$ cat config.mk
export PLATFORM = sky130hd
export DESIGN_NAME = timing_stim_gen_flat
export DESIGN_NICKNAME = d
export VERILOG_FILES = /design/src/rtl/timing_stim_gen_if.sv /design/src/rtl/timing_stim_gen.sv /design/src/flat_wrapper.sv
export SDC_FILE = /design/constraint.sdc
export NUM_CORES = 1
export LEC_CHECK = 0
export BUFFER_PORTS_ARGS = -buffer_cell sky130_fd_sc_hd__buf_2
export CELL_PAD_IN_SITES_DETAIL_PLACEMENT = 0
export CELL_PAD_IN_SITES_GLOBAL_PLACEMENT = 2
export CORE_UTILIZATION = 34
export DETAILED_ROUTE_END_ITERATION = 8
export PLACE_DENSITY_LB_ADDON = 0.1
export SLEW_MARGIN = 20
export SYNTH_ARGS = -nofsm -noshare
export SYNTH_HDL_FRONTEND = slang
export SYNTH_SLANG_ARGS = --single-unit
$ cat constraint.sdc
create_clock -name clk -period 4.26 [get_ports clk]
set_clock_uncertainty 0.15 [all_clocks]
set_input_delay 0.426 -clock clk [delete_from_list [all_inputs] [get_ports clk]]
set_output_delay 0.426 -clock clk [all_outputs]
set_load 0.02 [all_outputs]
$ cat src/rtl/timing_stim_gen_if.sv
// Data-stream handshake for timing_stim_gen: the producer offers one bit per
// slot and the generator signals the tick on which that bit is consumed.
interface timing_stim_gen_if;
    logic in_valid;
    logic in_data;
    logic in_ready;

    modport master (
        output in_valid,
        output in_data,
        input  in_ready
    );

    modport slave (
        input  in_valid,
        input  in_data,
        output in_ready
    );
endinterface

$ cat src/rtl/timing_stim_gen.sv
// timing_stim_gen: drives a generated clock, data and reset with programmable
// recovery, period, duty, and data-change point relative to the clock edge.
// Used to exercise setup/hold/recovery behaviour of a downstream block.
module timing_stim_gen #(
    parameter int CNT_W  = 8,
    parameter int NCYC_W = 16
) (
    input  logic              clk,
    input  logic              rst,
    input  logic              start,
    input  logic              abort,
    input  logic [CNT_W-1:0]  period,
    input  logic [CNT_W-1:0]  high_time,
    input  logic [CNT_W-1:0]  setup_ticks,
    input  logic [CNT_W-1:0]  hold_ticks,
    input  logic [CNT_W-1:0]  recov_ticks,
    input  logic [NCYC_W-1:0] num_cycles,
    timing_stim_gen_if.slave  in_if,
    output logic              clk_out,
    output logic              d_out,
    output logic              rst_out,
    output logic              busy,
    output logic              done,
    output logic              cfg_err,
    output logic              underrun
);

    typedef enum logic [1:0] {S_IDLE, S_RECOV, S_RUN, S_DONE} state_t;

    state_t             state_reg, state_next;
    logic [CNT_W-1:0]   phase_reg, phase_next;
    logic [NCYC_W-1:0]  cycle_reg, cycle_next;

    // Configuration captured at start; live inputs are ignored afterwards.
    logic [CNT_W-1:0]   period_reg, high_reg, hold_reg, recov_reg;
    logic [NCYC_W-1:0]  ncyc_reg;
    logic               cfg_latch;

    logic               clk_out_reg, clk_out_next;
    logic               d_out_reg, d_out_next;
    logic               rst_out_reg, rst_out_next;
    logic               busy_reg, busy_next;
    logic               done_reg, done_next;
    logic               cfg_err_reg, cfg_err_next;

    logic               cfg_illegal;
    logic [CNT_W:0]     su_ho_sum;
    logic               data_slot;
    logic [CNT_W-1:0]   high_eff;

    // Setup plus hold must fit in one period; widened so the sum cannot wrap.
    assign su_ho_sum   = {1'b0, setup_ticks} + {1'b0, hold_ticks};
    assign cfg_illegal = (period < CNT_W'(2)) || (high_time == '0) ||
                         (high_time >= period) || (su_ho_sum > {1'b0, period}) ||
                         (num_cycles == '0);

    // The data slot is the phase where d_out is allowed to change.
    assign data_slot      = (state_reg == S_RUN) && (phase_reg == hold_reg);
    assign in_if.in_ready = data_slot && in_if.in_valid;
    assign underrun       = data_slot && !in_if.in_valid;

    // When the sequence is being launched this tick the registered config is
    // not yet valid, so the duty comparison uses the live input.
    assign high_eff = cfg_latch ? high_time : high_reg;

    // Next-state, counter and registered-output logic.
    always_comb begin
        state_next   = state_reg;
        phase_next   = phase_reg;
        cycle_next   = cycle_reg;
        cfg_latch    = 1'b0;
        cfg_err_next = 1'b0;
        d_out_next   = in_if.in_ready ? in_if.in_data : d_out_reg;

        case (state_reg)
            S_IDLE: begin
                if (start && !abort) begin
                    if (cfg_illegal) begin
                        cfg_err_next = 1'b1;
                    end else begin
                        cfg_latch  = 1'b1;
                        phase_next = '0;
                        cycle_next = '0;
                        state_next = (recov_ticks == '0) ? S_RUN : S_RECOV;
                    end
                end
            end
            S_RECOV: begin
                // phase_reg doubles as the recovery tick counter.
                if (phase_reg == recov_reg - CNT_W'(1)) begin
                    state_next = S_RUN;
                    phase_next = '0;
                end else begin
                    phase_next = phase_reg + CNT_W'(1);
                end
            end
            S_RUN: begin
                if (phase_reg == period_reg - CNT_W'(1)) begin
                    phase_next = '0;
                    if (cycle_reg == ncyc_reg - NCYC_W'(1)) begin
                        state_next = S_DONE;
                    end else begin
                        cycle_next = cycle_reg + NCYC_W'(1);
                    end
                end else begin
                    phase_next = phase_reg + CNT_W'(1);
                end
            end
            S_DONE: begin
                state_next = S_IDLE;
            end
            default: begin
                state_next = S_IDLE;
            end
        endcase

        if (abort) begin
            state_next = S_IDLE;
            phase_next = '0;
            cycle_next = '0;
        end

        clk_out_next = (state_next == S_RUN) && (phase_next < high_eff);
        rst_out_next = (state_next == S_IDLE);
        busy_next    = (state_next == S_RECOV) || (state_next == S_RUN);
        done_next    = (state_next == S_DONE);
    end

    // State, counters and glitch-free registered outputs.
    always_ff @(posedge clk or posedge rst) begin
        if (rst) begin
            state_reg   <= S_IDLE;
            phase_reg   <= '0;
            cycle_reg   <= '0;
            clk_out_reg <= 1'b0;
            d_out_reg   <= 1'b0;
            rst_out_reg <= 1'b1;
            busy_reg    <= 1'b0;
            done_reg    <= 1'b0;
            cfg_err_reg <= 1'b0;
        end else begin
            state_reg   <= state_next;
            phase_reg   <= phase_next;
            cycle_reg   <= cycle_next;
            clk_out_reg <= clk_out_next;
            d_out_reg   <= d_out_next;
            rst_out_reg <= rst_out_next;
            busy_reg    <= busy_next;
            done_reg    <= done_next;
            cfg_err_reg <= cfg_err_next;
        end
    end

    // Configuration capture on an accepted start.
    always_ff @(posedge clk or posedge rst) begin
        if (rst) begin
            period_reg <= '0;
            high_reg   <= '0;
            hold_reg   <= '0;
            recov_reg  <= '0;
            ncyc_reg   <= '0;
        end else if (cfg_latch) begin
            period_reg <= period;
            high_reg   <= high_time;
            hold_reg   <= hold_ticks;
            recov_reg  <= recov_ticks;
            ncyc_reg   <= num_cycles;
        end
    end

    assign clk_out = clk_out_reg;
    assign d_out   = d_out_reg;
    assign rst_out = rst_out_reg;
    assign busy    = busy_reg;
    assign done    = done_reg;
    assign cfg_err = cfg_err_reg;

endmodule

$ cat src/flat_wrapper.sv
// flat-port wrapper written by rule: the top's interface ports become plain ports
module timing_stim_gen_flat 
#(
    parameter int CNT_W  = 8,
    parameter int NCYC_W = 16
)
  (clk, rst, start, abort, period, high_time, setup_ticks, hold_ticks, recov_ticks, num_cycles, clk_out, d_out, rst_out, busy, done, cfg_err, underrun, in_if_in_valid, in_if_in_data, in_if_in_ready);
  timing_stim_gen_if in_if_i ();
  input  logic clk;
  input  logic rst;
  input  logic start;
  input  logic abort;
  input  logic [CNT_W-1:0] period;
  input  logic [CNT_W-1:0] high_time;
  input  logic [CNT_W-1:0] setup_ticks;
  input  logic [CNT_W-1:0] hold_ticks;
  input  logic [CNT_W-1:0] recov_ticks;
  input  logic [NCYC_W-1:0] num_cycles;
  output logic clk_out;
  output logic d_out;
  output logic rst_out;
  output logic busy;
  output logic done;
  output logic cfg_err;
  output logic underrun;
  input wire logic [$bits(in_if_i.in_valid)-1:0] in_if_in_valid;
  input wire logic [$bits(in_if_i.in_data)-1:0] in_if_in_data;
  output wire logic [$bits(in_if_i.in_ready)-1:0] in_if_in_ready;
  assign in_if_i.in_valid = in_if_in_valid;
  assign in_if_i.in_data = in_if_in_data;
  assign in_if_in_ready = in_if_i.in_ready;
  timing_stim_gen #(.CNT_W(CNT_W), .NCYC_W(NCYC_W)) u_core (.clk(clk), .rst(rst), .start(start), .abort(abort), .period(period), .high_time(high_time), .setup_ticks(setup_ticks), .hold_ticks(hold_ticks), .recov_ticks(recov_ticks), .num_cycles(num_cycles), .in_if(in_if_i), .clk_out(clk_out), .d_out(d_out), .rst_out(rst_out), .busy(busy), .done(done), .cfg_err(cfg_err), .underrun(underrun));
endmodule
==> run_results.csv <==
group,metric,value,unit
status,status,"finished, violations left",
status,failed_checks,"negative setup slack",
final_layout,area_growth,21.9,%
timing,clock.fmax,0.231,GHz
yosys,synth.avg_cell_area,9.55,sq um
global_routing,grt_pass1_wl,26.6,mm
yosys,async_flop_share,100,%
timing,fin_crit_sh,101,%
final_layout,layout_commonest_cell,"dfrtp_1",
placed_design,dpl.hpwl,12.6,mm
global_routing,grtUsageTotal,19.5,%
final_layout,ff_latch_area,2000,sq um
floorplan,coreArea,16600,sq um
power_and_ir_drop,leakagePower,3.22,nW
placed_design,portBuffers,69,
yosys,synth-seq-cells,80,
final_layout,drive_gt1_share,28.2,%
final_layout,final_cell_mix,"dfrtp_1, buf_2, buf_4",
route,viasPerCell,5.37,
clock_network,clock_sinks,80,
power_and_ir_drop,vdd_drop_max,206,uV
yosys,yosysWarnings,0,
yosys,postSynthCellCount,608,
timing,min_period,4320,ps
setup_path,end_kind,"flop",
placed_design,dp.cells,909,
final_layout,num_antenna_cells,0,
yosys,yosysUniqueCellTypes,71,
route,num_vias,5003,
route,routed_wl,16.5,mm
timing,setup_slack,-62.4,ps
yosys,seq_area_frac_synth,34.5,%
floorplan,row_count,47,
setup_path,critPathBufInv,4,
setup_path,worstSetupStartpointType,"input pin",
clock_network,clockBufferDepth,2,
placed_design,gp_congestion,0.819,
route,drt_first_pass_iters,5,
power_and_ir_drop,powerDensity,470,nW/um^2
final_layout,fill_cells,1666,
global_routing,antenna_found_initial,0,
route,drc_errors,0,
clock_network,ctsHoldBuffers,0,
clock_network,numCtsBuffers,9,
global_routing,grt_overflow_total,0,
clock_network,clk_pin_slew,60,ps
setup_path,arrival,4430,ps
yosys,ys.flop_type,"dfrtp_1",
floorplan,start_util,34.9,%
clock_network,h-tree-depth,3,
setup_path,cp_max_fo,4,
clock_network,cts-root-buf,"clkbuf_16",
yosys,synth_area,5810,sq um
min_path,hold_class,"input pin to asynchronous set/reset pin",
floorplan,io_pins,70,
final_layout,post-route-util,42.5,%
route,avgRoutedWirePerCell,17.7,microns
global_routing,grt_pass1_vias,4999,
floorplan,dieArea,17600,sq um
timing,slew_viol_final,0,
timing,max_slew_margin,41.1,%
timing,hold_ws,92.7,ps
global_routing,grt_max_degree,49,
route,drt_iter0_drc,207,
clock_network,cts_tree,"done",
setup_path,worstPathRequired,4370,ps
route,ant_nets,0,
run,drv_cap,0,
timing,finalSetupViolations,1,
final_layout,instances_no_fill,932,
timing,worst_slew_pin_slew,883,ps
timing,hold_viol_final,0,
yosys,synth_edf_count,0,
yosys,syn_nets,710,
timing,grt_setup_unrepaired,"yes",
setup_path,slowest_delay,370,ps
setup_path,worst_path_max_delay_cell,"fa_2",
floorplan,die_w,133,microns
final_layout,nets,809,
setup_path,path_class,"input pin to flop",
final_layout,multi_input_area,3660,sq um
clock_network,clock_latency,350,ps
setup_path,crit_family,"compound AO/OA/AOI/OAI gates",
floorplan,die_h,133,microns
## final timing paths
| check | startpoint | end | slack [ps] | cells past startpoint |
|---|---|---|---|---|
| worst max-delay path | hold_ticks[0] | u_core.clk_out | -60 | 25 |
| worst min-delay path | rst | u_core.cycle_reg[3] | 90 | 2 |
| worst max register to register | u_core.ncyc_reg[0] | u_core.clk_out | 80 | 16 |
| worst min register to register | u_core.high_reg[3] | u_core.high_reg[3] | 340 | 2 |
| max in group asynchronous | rst | u_core.rst_out | 2890 | 3 |
| min in group clk | in_if_in_data | u_core.d_out | 170 | 2 |
## synth_stat cells, types with 4 or more instances
master     n  area [sq um]
nor3b_1    6          45.0
nand4_1   15          93.8
o31a_1     4          35.0
nand3_1   14          70.1
mux2_2    34           383
dfrtp_1   79          1980
or4_1     10          75.1
nand2b_1  20           125
nor2b_1    5          31.3
a21o_1     6          45.0
xnor2_1   27           236
or2_2      4          25.0
nor3_1    17          85.1
nor4_1    22           138
o311ai_0   5          43.8
a21oi_1   13          65.1
and3_1     8          50.1
nand2_1   40           150
o221ai_1   4          35.0
inv_1     38           143
nor2_1    23          86.3
mux2i_1   19           190
xor2_1    25           219
o21ai_0   25           125
or3_1      6          37.5
o21bai_1   7          52.6
and2_1     4          25.0
ha_1      39           488
clkbuf_1  20          75.1
## where the power goes
| part | leakage [nW] | total, mW | internal, mW | switching, mW |
|---|---|---|---|---|
| Combinational | 2.05 | 1.26 | 0.659 | 0.605 |
| Sequential | 1.02 | 1.29 | 0.995 | 0.291 |
| Clock | 0.140 | 0.777 | 0.455 | 0.322 |
## routing by layer
metal  GRT usage [%]  share of wire (%)
met3            3.14                4.1
met4            6.90                1.7
met1            28.0                 51
met2            29.5                 43
met5               0                  0
## area by class of cell
class	instances	area share, %
Timing Repair Buffer	114	9.93
Clock inverter	5	0.795
Sequential cell	80	28.3
Inverter	38	2.03
Multi-Input combinational cell	464	51.8
Clock buffer	11	3.29
Tap cell	220	3.89
## cells by family after synthesis
group                    count (synthesis)  synth area share (%)
flip-flops                              80                  34.5
XOR/XNOR                                52                  7.84
AO/OA/AOI/OAI                          104                  13.1
multiplexers                            53                  9.87
AND/OR/NAND/NOR                        215                  21.3
adder cells (fa/ha/maj)                 40                  8.75
buffers and inverters                   64                  4.65
## what timing repair did
action	CTS	global route
hold endpoints to repair	0	0
resized for setup	14	7
buffers inserted	5	2
setup endpoints to repair	1	1
pin swaps	20	14
## through the flow
step                power [mW]  setup TNS (ps)  worst slack (ps)  instance area [sq um]
detailed placement        2.52            -561              -561                   6640
floorplan                 2.18            -129              -129                   5890
global placement          2.48            -374              -374                   6640
CTS                       3.34               0              6.54                   7030
finish                    3.33           -62.4             -62.4                   7080
global route              3.58            -209              -209                   7080
(Power assumes the default switching activity.)
